<file path="src/rtl/bcd_setpoint_entry_pkg.sv">
// Shared definitions for the BCD setpoint entry block: digit geometry,
// one-hot digit selects, the edit FSM state type and small BCD helpers.
package bcd_setpoint_entry_pkg;

  localparam int DIGIT_W      = 4;
  localparam int NUM_DIGITS   = 3;
  localparam int BCD_W        = DIGIT_W * NUM_DIGITS;
  localparam int SETPOINT_MAX = 999;
  localparam int BIN_W        = $clog2(SETPOINT_MAX + 1);

  localparam logic [NUM_DIGITS-1:0] DIGIT_ONES     = 3'b001;
  localparam logic [NUM_DIGITS-1:0] DIGIT_TENS     = 3'b010;
  localparam logic [NUM_DIGITS-1:0] DIGIT_HUNDREDS = 3'b100;

  typedef enum logic [1:0] {
    IDLE,
    EDIT,
    COMMIT
  } state_t;

  typedef logic [DIGIT_W-1:0] digit_t;

  // Increment one BCD digit, 9 wraps to 0 (no carry out).
  function automatic digit_t digit_inc(input digit_t d);
    return (d == 4'd9) ? 4'd0 : d + 4'd1;
  endfunction

  // Decrement one BCD digit, 0 wraps to 9 (no borrow out).
  function automatic digit_t digit_dec(input digit_t d);
    return (d == 4'd0) ? 4'd9 : d - 4'd1;
  endfunction

  // Rotate the one-hot digit select ones -> tens -> hundreds -> ones.
  function automatic logic [NUM_DIGITS-1:0] next_digit(input logic [NUM_DIGITS-1:0] sel);
    case (sel)
      DIGIT_ONES: return DIGIT_TENS;
      DIGIT_TENS: return DIGIT_HUNDREDS;
      default:    return DIGIT_ONES;
    endcase
  endfunction

  // Three legal BCD digits to binary; 999 fits in BIN_W bits so no overflow.
  function automatic logic [BIN_W-1:0] bcd_to_bin(input logic [BCD_W-1:0] bcd);
    return BIN_W'(bcd[11:8]) * BIN_W'(100)
         + BIN_W'(bcd[7:4])  * BIN_W'(10)
         + BIN_W'(bcd[3:0]);
  endfunction

endpackage

</file>
<file path="src/rtl/bcd_setpoint_entry_button_debouncer.sv">
// One push-button conditioner: 2-FF synchroniser, stability counter and a
// released-to-pressed press pulse. The accepted level is also exported so the
// parent can measure how long the button has been held.
module bcd_setpoint_entry_button_debouncer #(
  parameter int DEBOUNCE_CYCLES = 16
) (
  input  logic clk,
  input  logic rst,
  input  logic btn_raw,
  output logic level,
  output logic press
);

  localparam int CNT_W = $clog2(DEBOUNCE_CYCLES + 1);

  logic             sync_meta;
  logic             sync_q;
  logic [CNT_W-1:0] cnt;

  // Two-flop synchroniser for the asynchronous raw button.
  // NOTE: sequential state always uses non-blocking (<=) so every flop samples
  // the pre-edge values; blocking here would collapse the two stages into one.
  always_ff @(posedge clk or posedge rst) begin
    if (rst) begin
      sync_meta <= 1'b0;
      sync_q    <= 1'b0;
    end else begin
      sync_meta <= btn_raw;
      sync_q    <= sync_meta;
    end
  end

  // Accept a new level after DEBOUNCE_CYCLES consecutive differing samples.
  always_ff @(posedge clk or posedge rst) begin
    if (rst) begin
      cnt   <= '0;
      level <= 1'b0;
      press <= 1'b0;
    end else begin
      press <= 1'b0;
      if (sync_q == level) begin
        cnt <= '0;
      end else if (cnt == CNT_W'(DEBOUNCE_CYCLES - 1)) begin
        cnt   <= '0;
        level <= sync_q;
        press <= sync_q;   // only a released-to-pressed acceptance pulses
      end else begin
        cnt <= cnt + 1'b1;
      end
    end
  end

endmodule

</file>
<file path="src/rtl/bcd_setpoint_entry.sv">
// Operator entry of a 3-digit BCD setpoint from four raw push-buttons.
// up/down step the selected digit (wrapping, no carry), sel rotates the
// selected digit, load commits the working value as BCD and binary.
// Optional build macro: AUTO_REPEAT_EN adds auto-repeat on held up/down.
module bcd_setpoint_entry
  import bcd_setpoint_entry_pkg::*;
#(
  parameter int DEBOUNCE_CYCLES = 16,
  parameter int REPEAT_DELAY    = 64,
  parameter int REPEAT_RATE     = 16
) (
  input  logic                  clk,
  input  logic                  rst,
  input  logic                  btn_up,
  input  logic                  btn_down,
  input  logic                  btn_sel,
  input  logic                  btn_load,
  output logic [BCD_W-1:0]      edit_bcd,
  output logic [NUM_DIGITS-1:0] digit_sel,
  output logic [BCD_W-1:0]      setpoint_bcd,
  output logic [BIN_W-1:0]      setpoint_bin,
  output logic                  load_pulse,
  output logic                  dirty
);

  logic up_level, down_level, unused_sel_level, unused_load_level;
  logic up_press, down_press, sel_press, load_press;
  logic up_evt, down_evt;

  bcd_setpoint_entry_button_debouncer #(.DEBOUNCE_CYCLES(DEBOUNCE_CYCLES)) u_db_up (
    .clk(clk), .rst(rst), .btn_raw(btn_up), .level(up_level), .press(up_press)
  );
  bcd_setpoint_entry_button_debouncer #(.DEBOUNCE_CYCLES(DEBOUNCE_CYCLES)) u_db_down (
    .clk(clk), .rst(rst), .btn_raw(btn_down), .level(down_level), .press(down_press)
  );
  bcd_setpoint_entry_button_debouncer #(.DEBOUNCE_CYCLES(DEBOUNCE_CYCLES)) u_db_sel (
    .clk(clk), .rst(rst), .btn_raw(btn_sel), .level(unused_sel_level), .press(sel_press)
  );
  bcd_setpoint_entry_button_debouncer #(.DEBOUNCE_CYCLES(DEBOUNCE_CYCLES)) u_db_load (
    .clk(clk), .rst(rst), .btn_raw(btn_load), .level(unused_load_level), .press(load_press)
  );

`ifdef AUTO_REPEAT_EN
  localparam int RPT_MAX = (REPEAT_DELAY > REPEAT_RATE) ? REPEAT_DELAY : REPEAT_RATE;
  localparam int RPT_W   = $clog2(RPT_MAX + 1);

  logic [1:0]            held;
  logic [1:0][RPT_W-1:0] rpt_cnt;
  logic [1:0]            rpt_started;
  logic [1:0]            rpt_pulse;

  assign held = {down_level, up_level};

  // Hold timers: first step after REPEAT_DELAY held cycles, then every REPEAT_RATE.
  always_ff @(posedge clk or posedge rst) begin
    if (rst) begin
      rpt_cnt     <= '0;
      rpt_started <= '0;
      rpt_pulse   <= '0;
    end else begin
      for (int i = 0; i < 2; i++) begin
        rpt_pulse[i] <= 1'b0;
        if (!held[i]) begin
          rpt_cnt[i]     <= '0;
          rpt_started[i] <= 1'b0;
        end else if (rpt_cnt[i] == (rpt_started[i] ? RPT_W'(REPEAT_RATE - 1)
                                                   : RPT_W'(REPEAT_DELAY - 1))) begin
          rpt_cnt[i]     <= '0;
          rpt_started[i] <= 1'b1;
          rpt_pulse[i]   <= 1'b1;
        end else begin
          rpt_cnt[i] <= rpt_cnt[i] + 1'b1;
        end
      end
    end
  end

  assign up_evt   = up_press   | rpt_pulse[0];
  assign down_evt = down_press | rpt_pulse[1];
`else
  // Without auto-repeat the held levels and repeat timing are not needed.
  localparam int unused_repeat_cfg = REPEAT_DELAY + REPEAT_RATE;
  logic unused_held;
  assign unused_held = up_level | down_level;

  assign up_evt   = up_press;
  assign down_evt = down_press;
`endif

  state_t                state, state_next;
  logic [BCD_W-1:0]      edit_next, edit_stepped;
  logic [NUM_DIGITS-1:0] sel_next;

  // Selected digit stepped up or down; other digits untouched.
  // NOTE: every signal assigned in always_comb gets a default first so no path
  // leaves it unassigned, which would infer a latch.
  always_comb begin
    edit_stepped = edit_bcd;
    for (int i = 0; i < NUM_DIGITS; i++) begin
      if (digit_sel[i]) begin
        edit_stepped[i*DIGIT_W +: DIGIT_W] = up_evt ? digit_inc(edit_bcd[i*DIGIT_W +: DIGIT_W])
                                                    : digit_dec(edit_bcd[i*DIGIT_W +: DIGIT_W]);
      end
    end
  end

  // Next-state and next working value; load > sel > up/down, up+down ignored.
  always_comb begin
    state_next = state;
    edit_next  = edit_bcd;
    sel_next   = digit_sel;
    case (state)
      IDLE, EDIT: begin
        if (load_press) begin
          state_next = COMMIT;
        end else if (sel_press) begin
          sel_next = next_digit(digit_sel);
        end else if (up_evt ^ down_evt) begin
          edit_next  = edit_stepped;
          state_next = (edit_stepped == setpoint_bcd) ? IDLE : EDIT;
        end
      end
      default: state_next = IDLE;   // COMMIT lasts one cycle; presses dropped
    endcase
  end

  // State and registered outputs; commit copies the working value on entry to COMMIT.
  always_ff @(posedge clk or posedge rst) begin
    if (rst) begin
      state        <= IDLE;
      edit_bcd     <= '0;
      digit_sel    <= DIGIT_ONES;
      setpoint_bcd <= '0;
      setpoint_bin <= '0;
      load_pulse   <= 1'b0;
      dirty        <= 1'b0;
    end else begin
      state      <= state_next;
      edit_bcd   <= edit_next;
      digit_sel  <= sel_next;
      load_pulse <= (state_next == COMMIT);
      dirty      <= (state_next == EDIT);
      if (state_next == COMMIT) begin
        setpoint_bcd <= edit_bcd;
        setpoint_bin <= bcd_to_bin(edit_bcd);
      end
    end
  end

endmodule

</file>
<file path="config.mk">
export PLATFORM = sky130hd
export DESIGN_NAME = bcd_setpoint_entry
export DESIGN_NICKNAME = d
export VERILOG_FILES = /design/src/rtl/bcd_setpoint_entry_pkg.sv /design/src/rtl/bcd_setpoint_entry_button_debouncer.sv /design/src/rtl/bcd_setpoint_entry.sv
export SDC_FILE = /design/constraint.sdc
export NUM_CORES = 1
export LEC_CHECK = 0
export ABC_AREA = 1
export CAP_MARGIN = 20
export CORE_MARGIN = 2
export CORE_UTILIZATION = 45
export DETAILED_ROUTE_END_ITERATION = 8
export PLACE_DENSITY = 0.68
export SETUP_SLACK_MARGIN = 0.02
export SLEW_MARGIN = 20
export SYNTH_ARGS = -nofsm -noshare
export SYNTH_HDL_FRONTEND = slang
export SYNTH_HIERARCHICAL = 1
export SYNTH_SLANG_ARGS = --single-unit
</file>
<file path="constraint.sdc">
create_clock -name clk -period 3.05 [get_ports clk]
set_input_delay 0.61 -clock clk [delete_from_list [all_inputs] [get_ports clk]]
set_output_delay 0.61 -clock clk [all_outputs]
set_load 0.05 [all_outputs]
</file>
# After elaboration in Yosys (flattened, before gate mapping)
# Cells that the tools add are included.
totals:
  regBits: 77
  latch_bits: 0
  ramBits: 0
  rom_bits: 0
  input_bits: 6
  out_inout_bits: 39
  word_cells: 110
  memories: 0
op_classes:
  addsub: 12
  n_mul: 2
  div: 0
  order_cmp: 0
  eq_ne: 17
  n_shift: 0
  n_mux: 34
  n_bitwise: 7
  n_reduce_logical: 11
ops:
  columns: ["cell", "count"]
  rows:
  - ["$mux W4", 12]
  - ["$mux W5", 8]
  - ["$add A5 B1 Y5 const B", 4]
  - ["$eq A5 B4 Y1 const B", 4]
  - ["$add A4 B1 Y4 const B", 3]
  - ["$eq A12 B12 Y1", 1]
  - ["$eq A4 B4 Y1 const B", 3]
  - ["$logic_not A4 Y1", 3]
  - ["$sub A4 B1 Y4 const B", 3]
  - ["$add A10 B4 Y10", 1]
  - ["$add A10 B8 Y10", 1]
  - ["$mux W1", 9]
  - ["$mul A4 B5 Y8 const B", 1]
  - ["$mux W2", 4]
  - ["$reduce_and A2 Y1", 4]
  - ["$mul A4 B3 Y7 const B", 1]
  - ["$not A1 Y1", 6]
  - ["$pmux W3 S2", 1]
  - ["$eq A1 B1 Y1", 4]
  - ["$eq A2 B1 Y1 const B", 2]
  - ["$reduce_and A4 Y1", 1]
  - ["$eq A3 B1 Y1 const B", 1]
  - ["$eq A3 B2 Y1 const B", 1]
  - ["$reduce_and A3 Y1", 1]
  - ["4 further kinds", 4]

# Logic depth before layout (Yosys ltp)
# Gate-level depths: netlist of run 1.
depth:
  ltp_word: 11
  depth_mapped: 16
  depth_no_buf: 16

# By module
# Netlist of run 1, hierarchy kept.
by_module_without_submodules:
  columns: ["module", "instances", "cells_per_inst", "area_per_inst_um2", "seq_area_each_um2"]
  rows:
  - ["bcd_setpoint_entry", 1, 425, 3129.3, 1002.2]
  - ["bcd_setpoint_entry_button_debouncer", 4, 39, 359.1, 225.2]

# Worst setup path before layout of run 1
# No wires, ideal clock.
synth_timing:
  path_type: "register to register"
  from: "reg edit_bcd[5]"
  to: "reg setpoint_bin[8]"
  setup_time_ns: 0.127
  t_arrival_ns: 3.115
  required_ns: 2.923
  path_slack_ns: -0.192
  path_stages_with_launch: 15
  path_buffers: 0
  synth_period_minus_slack_ns: 3.242
  cell_sequence: "dfrtp_1 > ha_1 > ha_1 > inv_1 > fa_1 > inv_1 > ha_1 > ha_1 > a21oi_1 > o21ai_0 > a21oi_1 > nor2_1 > nor2_1 > xor2_1 > o21ai_0"
synth_between:
  elab_chain_len: 11
  word_cells_on_any_way: 18
  cone_classes: "add/sub: 4; mul: 1; eq/ne: 3; mux: 9; reduce/logical: 1"
synth_rtl:
  columns: ["item", "line", "text"]
  rows:
  - ["start, declared", "bcd_setpoint_entry.sv:18", "output logic [BCD_W-1:0] edit_bcd,"]
  - ["start signal, assigned", "bcd_setpoint_entry.sv:139", "edit_bcd <= edit_next;"]
  - ["branches (longest 11 deep; another with $add A10 B8 Y10)", null, null]
  - ["end signal, assigned", "bcd_setpoint_entry.sv:145", "setpoint_bin <= bcd_to_bin(edit_bcd);"]
  - ["end, declared", "bcd_setpoint_entry.sv:21", "output logic [BIN_W-1:0] setpoint_bin,"]
# Several ways; the timed one is not identified.
# A chain may end at the register's enable or synchronous reset.

# Worst setup path after layout of run 1
layout_timing:
  from: "reg edit_bcd[7]"
  to: "reg setpoint_bin[8]"
# Same word-level chain as after synthesis.

==> impl_metrics.toml, run 1 <==
[worst_setup_path]
crit_path_start_kind = "flip-flop"
worstPathCellList = "ha_1 > ha_1 > inv_1 > fa_1 > inv_1 > ha_1 > ha_4 > a21oi_1 > o21ai_1 > a21oi_1 > nor2_1 > nor2_1 > xor2_1 > o21ai_0"
critPathMaxFanout = 5
arrival_ns = 3.11
crit_path_start = "edit_bcd[7]"
worstRegToRegCells = 14
crit_type = "reg2reg"
r2r-end = "setpoint_bin[8]"
cp_slowest_cell = "fa_1"
r2r_start = "edit_bcd[7]"
slowest_delay_ns = 0.47
cp_top_family = "adder cells"
critPathBufInv = 2
cpMostUsedCell = "ha_1"
cp-end-kind = "flip-flop"
worst_ep_required_time_ns = 3.27
r2r_slack_ns = 0.16

[logic_synthesis]
ys_ff_latch = 76
synthAdderAreaFrac_pct = 12.88
ys.flop_type = "dfrtp_1"
synth_fp_nets = 631
synth_top_family_by_area = "simple AND/OR/NAND/NOR gates"
syn-cell-area_um2 = 4566
synthArstFlopShare_pct = 100.0
synthCells = 581
yosys.area_share.simple_pct = 27.95
synth-xor-area-share_pct = 2.878
yosysUniqueCellTypes = 31
synth-edff-count = 0
yosysSeqAreaShare_pct = 41.68
synth.avg_cell_area_um2 = 7.858
muxShareOfSynthArea_pct = 0
synth_compound_area_share_pct = 6.002
synth_warnings = 6

[global_route]
antenna_found_initial = 0
global_route.peak_usage_layer = "met2"
grtUsageTotal_pct = 18.99
met1_usage_pct = 24.65
grt_pass1_wl_um = 16930
use_met2_pct = 32.47
gr-total-overflow = 0
grt_max_degree = 41
grt_pass1_vias = 3604
use_met3_pct = 3.743

[clocking]
htree_levels = 3
hold_buffers = 0
clockBufferDepth = 2
cts_sinks = 76
cts_inserted_buffers = 9
cts.clk_slew.worst_paths_ns = 0.08
tritoncts = "done"
cts_root_buffer = "clkbuf_8"
worst_skew_pair.late_latency_ns = 0.36

[floorplanning]
die-area_um2 = 10970
io_pins = 45
die_h_um = 104.7
rows = 36
die_x_um = 104.7
core_area_um2 = 9819
initial_core_util_pct = 46.50

[drt]
drtIter0Drc = 223
ant_nets = 0
drc = 0
drt-total-wl_um = 9873
dr.pass1.iters = 4
via_count = 3841
vias_per_cell = 4.956
wire_per_inst_um = 12.74

[timing]
finalClockSkew_ns = 0.01008
max_freq_mhz = 345.8
fin_hold_ws_ns = 0.3500
finalSetupTns_ns = 0
fin_crit_ns = 2.892
tightest_slew_ns = 0.7158
slew_headroom_pct = 52.28
post-route-period-util_pct = 94.80
grt_setup_unrepaired = "true"
setup_violations = 0
finalMaxSlewViolations = 0
hold_violations = 0

[placement]
routabilityCongestion = 0.8710
dp_hpwl_um = 7364
placed_area_um2 = 5197
portBuffers = 44

[flow_run]
cap_violations = 0

[run_status]
status = "complete, no violations"

[layout]
layout_commonest_cell = "nand2_1"
num_antenna_cells = 0
final_cell_mix = "nand2_1 (169), inv_1 (75), dfrtp_1 (69)"
fin_nets = 688
drive_above_1_share_pct = 8.100
multiInputGateArea_um2 = 2295
fill_cells = 937
final_core_util_pct = 55.67
synthToLayoutAreaGrowth_pct = 19.73
design_area_um2 = 5466
regArea_um2 = 1911

[hold_path]
whs_path_depth = 0
min_to = "u_db_down/sync_q"
min-delay-start = "u_db_down/sync_meta"
hold_class = "reg2reg"

[power]
peakVddDrop_uv = 324.7
powerDensity_nw_per_um2 = 369.9
p_leak_nw = 2.754
design_power_total_mw = 2.022
## registers in the layout, summed over array words and instances (netlist names), 2 cells and up
signal and count:
u_db_sel/cnt 5, digit_sel 3, u_db_load/cnt 5, edit_bcd 12
setpoint_bin 9, u_db_down/cnt 5, state 2, setpoint_bcd 12
u_db_up/cnt 5
## cells in the mapped netlist, types with 2 or more instances
| cell type | n | share of area [%] |
|---|---|---|
| o21ai_2 | 2 | 0.38 |
| xnor2_1 | 8 | 1.5 |
| inv_4 | 2 | 0.27 |
| a21oi_1 | 11 | 1.2 |
| dfrtp_1 | 75 | 41 |
| nor2_1 | 53 | 4.4 |
| nand3_1 | 51 | 5.6 |
| nor2_2 | 2 | 0.27 |
| nand2_1 | 169 | 14 |
| inv_2 | 4 | 0.33 |
| nand3b_1 | 5 | 0.82 |
| fa_1 | 5 | 2.2 |
| clkbuf_1 | 3 | 0.25 |
| xor2_1 | 7 | 1.3 |
| buf_4 | 2 | 0.33 |
| nand3_2 | 2 | 0.44 |
| ha_1 | 39 | 11 |
| inv_1 | 76 | 6.2 |
| nand4_1 | 16 | 2.2 |
| o21ai_0 | 33 | 3.6 |
| buf_6 | 3 | 0.74 |
| buf_2 | 4 | 0.44 |
## cells by family (layout without fill, tap and decap cells)
kind of cell,Yosys count,in the layout
AND/OR/NAND/NOR,301,301
buffers and inverters,94,155
flip-flops,76,76
AO/OA/AOI/OAI,51,51
adder cells (fa/ha/maj),44,44
XOR/XNOR,15,15
## metrics by stage
step                worst slack [ns]  std cells
floorplan                   -0.02397        581
global placement              0.1122        759
detailed placement           0.05560        759
CTS                          0.05233        774
global route               -0.009758        775
finish                        0.1585        775
## per-layer routing
metal,vias to the layer above,wire length [µm],part of all wire [%]
li1,1956,-,-
met1,1793,4365,44
met2,79,4978,50
met3,13,423,4.3
met4,0,105,1.1
met5,-,0,0
## final cells by class
class	instances	share of cell area, %
Tap cell	133	3.044
Multi-Input combinational cell	411	41.98
Sequential cell	76	34.95
Inverter	82	5.722
Clock inverter	6	2.060
Clock buffer	9	2.266
Timing Repair Buffer	58	9.979
## power breakdown
part,leakage [nW],total [mW],switching (mW),internal [mW]
Sequential,1.02,1.04,0.0161,1.03
Clock,0.120,0.919,0.377,0.542
Combinational,1.61,0.0622,0.0401,0.0220
Total,2.75,2.02,0.433,1.59
## what timing repair did
action | in CTS | in global routing
endpoints found under the setup margin | 0 | 3
gates resized for setup | 0 | 4
buffers inserted | 0 | 1
## how the worst max path moves through the flow
stage	to	slack (ns)	cells past startpoint
CTS	setpoint_bin[8]	0.05	14
finish	setpoint_bin[8]	0.16	14
detailed placement	setpoint_bin[8]	0.06	14
global placement	setpoint_bin[8]	0.11	14
floorplan	setpoint_bin[8]	-0.02	14
global route	setpoint_bin[8]	-0.01	14
## worst reg2reg max path: stages (launching register included)
cell and delay, ns:
dfrtp_2 0.41, ha_1 0.28, ha_1 0.17, inv_1 0.06, fa_1 0.47, inv_1 0.04, ha_1 0.31, ha_4 0.28
a21oi_1 0.14, o21ai_1 0.10, a21oi_1 0.14, nor2_1 0.05, nor2_1 0.11, xor2_1 0.14, o21ai_0 0.08
(Power assumes the default switching activity.)
==> run 2, diff against run 1 <==
CORE_ASPECT_RATIO = 0.9   (was default)
==> run 2 against run 1 <==
Net effect:
- clock skew down 0.0032 ns
- total power up 11%
- global-route usage up 1.7 points
- non-clock buffer count up 3
- setup slack worse by 0.032 ns
- critical path type unchanged
- largest cell class unchanged
==> impl_metrics.toml, run 2 (same netlist as run 1, synthesis figures left out) <==
[power]
switching_share_pct = 21.32
sequentialPowerShare_pct = 46.3
p_leak_nw = 2.800
peakVddDrop_uv = 374.4
p_sw_uw = 479.8
combPwrFrac_pct = 2.8
design_power_total_mw = 2.250
p_clk_share_pct = 50.8
powerDensity_nw_per_um2 = 402.8
intPower_mw = 1.770

[timing]
finalMaxSlewViolations = 0
hold_violations = 0
max_freq_mhz = 342.0
finalClockSkew_ns = 0.006847
fin_crit_ns = 2.924
finalSetupTns_ns = 0
setup_violations = 0
slew_headroom_pct = 51.62
fin_hold_ws_ns = 0.3465
grt_setup_unrepaired = "true"
tightest_slew_ns = 0.7257
post-route-period-util_pct = 95.86

[worst_setup_path]
slowest_delay_ns = 0.42
arrival_ns = 3.11
critPathBufInv = 2
cp_slowest_cell = "fa_1"
crit_type = "reg2reg"
worstRegToRegCells = 14
worst_ep_required_time_ns = 3.24
critPathMaxFanout = 3
worstPathCellList = "ha_1 > ha_1 > inv_1 > fa_1 > inv_1 > ha_4 > ha_4 > a21oi_1 > o21ai_1 > a21oi_1 > nor2_1 > nor2_1 > xor2_1 > o21ai_0"
cp_top_family = "adder cells"
cp-end-kind = "flip-flop"
cp_num_cells = 14
crit_path_start_kind = "flip-flop"

[floorplanning]
die-area_um2 = 10970
core_area_um2 = 9784
io_pins = 45
die_h_um = 99.56
rows = 34
die_x_um = 110.2
initial_core_util_pct = 46.66

[flow_run]
cap_violations = 0

[hold_path]
hold_class = "reg2reg"
whs_path_depth = 0

[drt]
vias_per_cell = 4.974
drt-total-wl_um = 10400
dr.pass1.iters = 5
wire_per_inst_um = 13.47
ant_nets = 0
via_count = 3840
drtIter0Drc = 201
drc = 0

[layout]
top_regs = "edit_bcd: 12 flops, setpoint_bcd: 12 flops, setpoint_bin: 9 flops"
synthToLayoutAreaGrowth_pct = 22.36
drive_above_1_share_pct = 8.669
multiInputGateArea_um2 = 2320
num_antenna_cells = 0
regArea_um2 = 1911
fill_cells = 906
layout_commonest_cell = "nand2_1"
fin_nets = 691
final_cell_mix = "nand2_1 (169), inv_1 (75), dfrtp_1 (69)"

[global_route]
grt_max_degree = 41
grt_pass1_vias = 3871
grtUsageTotal_pct = 20.74
gr-total-overflow = 0
grt_pass1_wl_um = 17650
antenna_found_initial = 0

[clocking]
clockBufferDepth = 2
cts.clk_slew.worst_paths_ns = 0.06
worst_skew_pair.late_latency_ns = 0.34
htree_levels = 3
cts_inserted_buffers = 9
hold_buffers = 0
cts_root_buffer = "clkbuf_16"
cts_sinks = 76
tritoncts = "done"

[run_status]
status = "complete, no violations"

[placement]
routabilityCongestion = 0.8670
portBuffers = 44
dp_hpwl_um = 7550
run 2: path summary, 6_finish.rpt:
path | start | slack [ns] | end
min in group asynchronous | rst | 0.72 | u_db_load/cnt[3]
setup / recovery | edit_bcd[5] | 0.13 | setpoint_bin[8]
hold reg to reg | u_db_down/sync_meta | 0.35 | u_db_down/sync_q
hold / removal | u_db_down/sync_meta | 0.35 | u_db_down/sync_q
setup reg to reg | edit_bcd[5] | 0.13 | setpoint_bin[8]
max in group asynchronous | rst | 1.73 | edit_bcd[10]
run 2: area by class of cell:
| cell class | count | share of cell area, % |
|---|---|---|
| clock buffers | 11 | 4.166 |
| clock inverters | 5 | 1.523 |
| inverters | 82 | 5.599 |
| multi-input cells | 411 | 41.52 |
| flip-flops and latches | 76 | 34.20 |
| well taps | 126 | 2.822 |
| repair buffers | 61 | 10.17 |
run 2: routing by layer:
| metal | GRT usage [%] | wire, µm | share of wire [%] | up-vias |
|---|---|---|---|---|
| li1 | - | - | - | 1968 |
| met1 | 25.86 | 4689 | 45 | 1782 |
| met2 | 35.39 | 5105 | 49 | 78 |
| met3 | 4.587 | 453 | 4.4 | 12 |
| met4 | 7.019 | 148 | 1.4 | 0 |
| met5 | 0 | 0 | 0 | - |
run 2: power groups by stage:
stage	Clock, mW	Sequential, mW	Combinational (mW)
5_1_grt	1.21	1.05	0.0760
4_1_cts	1.18	1.04	0.0664
6_report	1.14	1.04	0.0632
3_3_place_gp	0	1.06	0.0618
2_1_floorplan	0	1.06	0.0444
3_5_place_dp	0	1.06	0.0657
run 2: repair_timing:
action	CTS	global route
pin swaps	0	3
endpoints found under the hold margin	0	0
endpoints found under the setup margin	1	3
buffers inserted	0	2
cloned	0	0
gates resized for setup	1	5
run 2: stage by stage:
step                      std cells  cell area [µm²]  utilization [%]  worst slack [ns]
after global placement          754             5204            53.18            0.1609
after floorplan                 581             4573                -          -0.02397
after detailed placement        754             5204            53.18           0.03084
after global routing            772             5587            57.10          -0.03126
final                           772             5587            57.10            0.1262
after CTS                       770             5522            56.43           0.05041
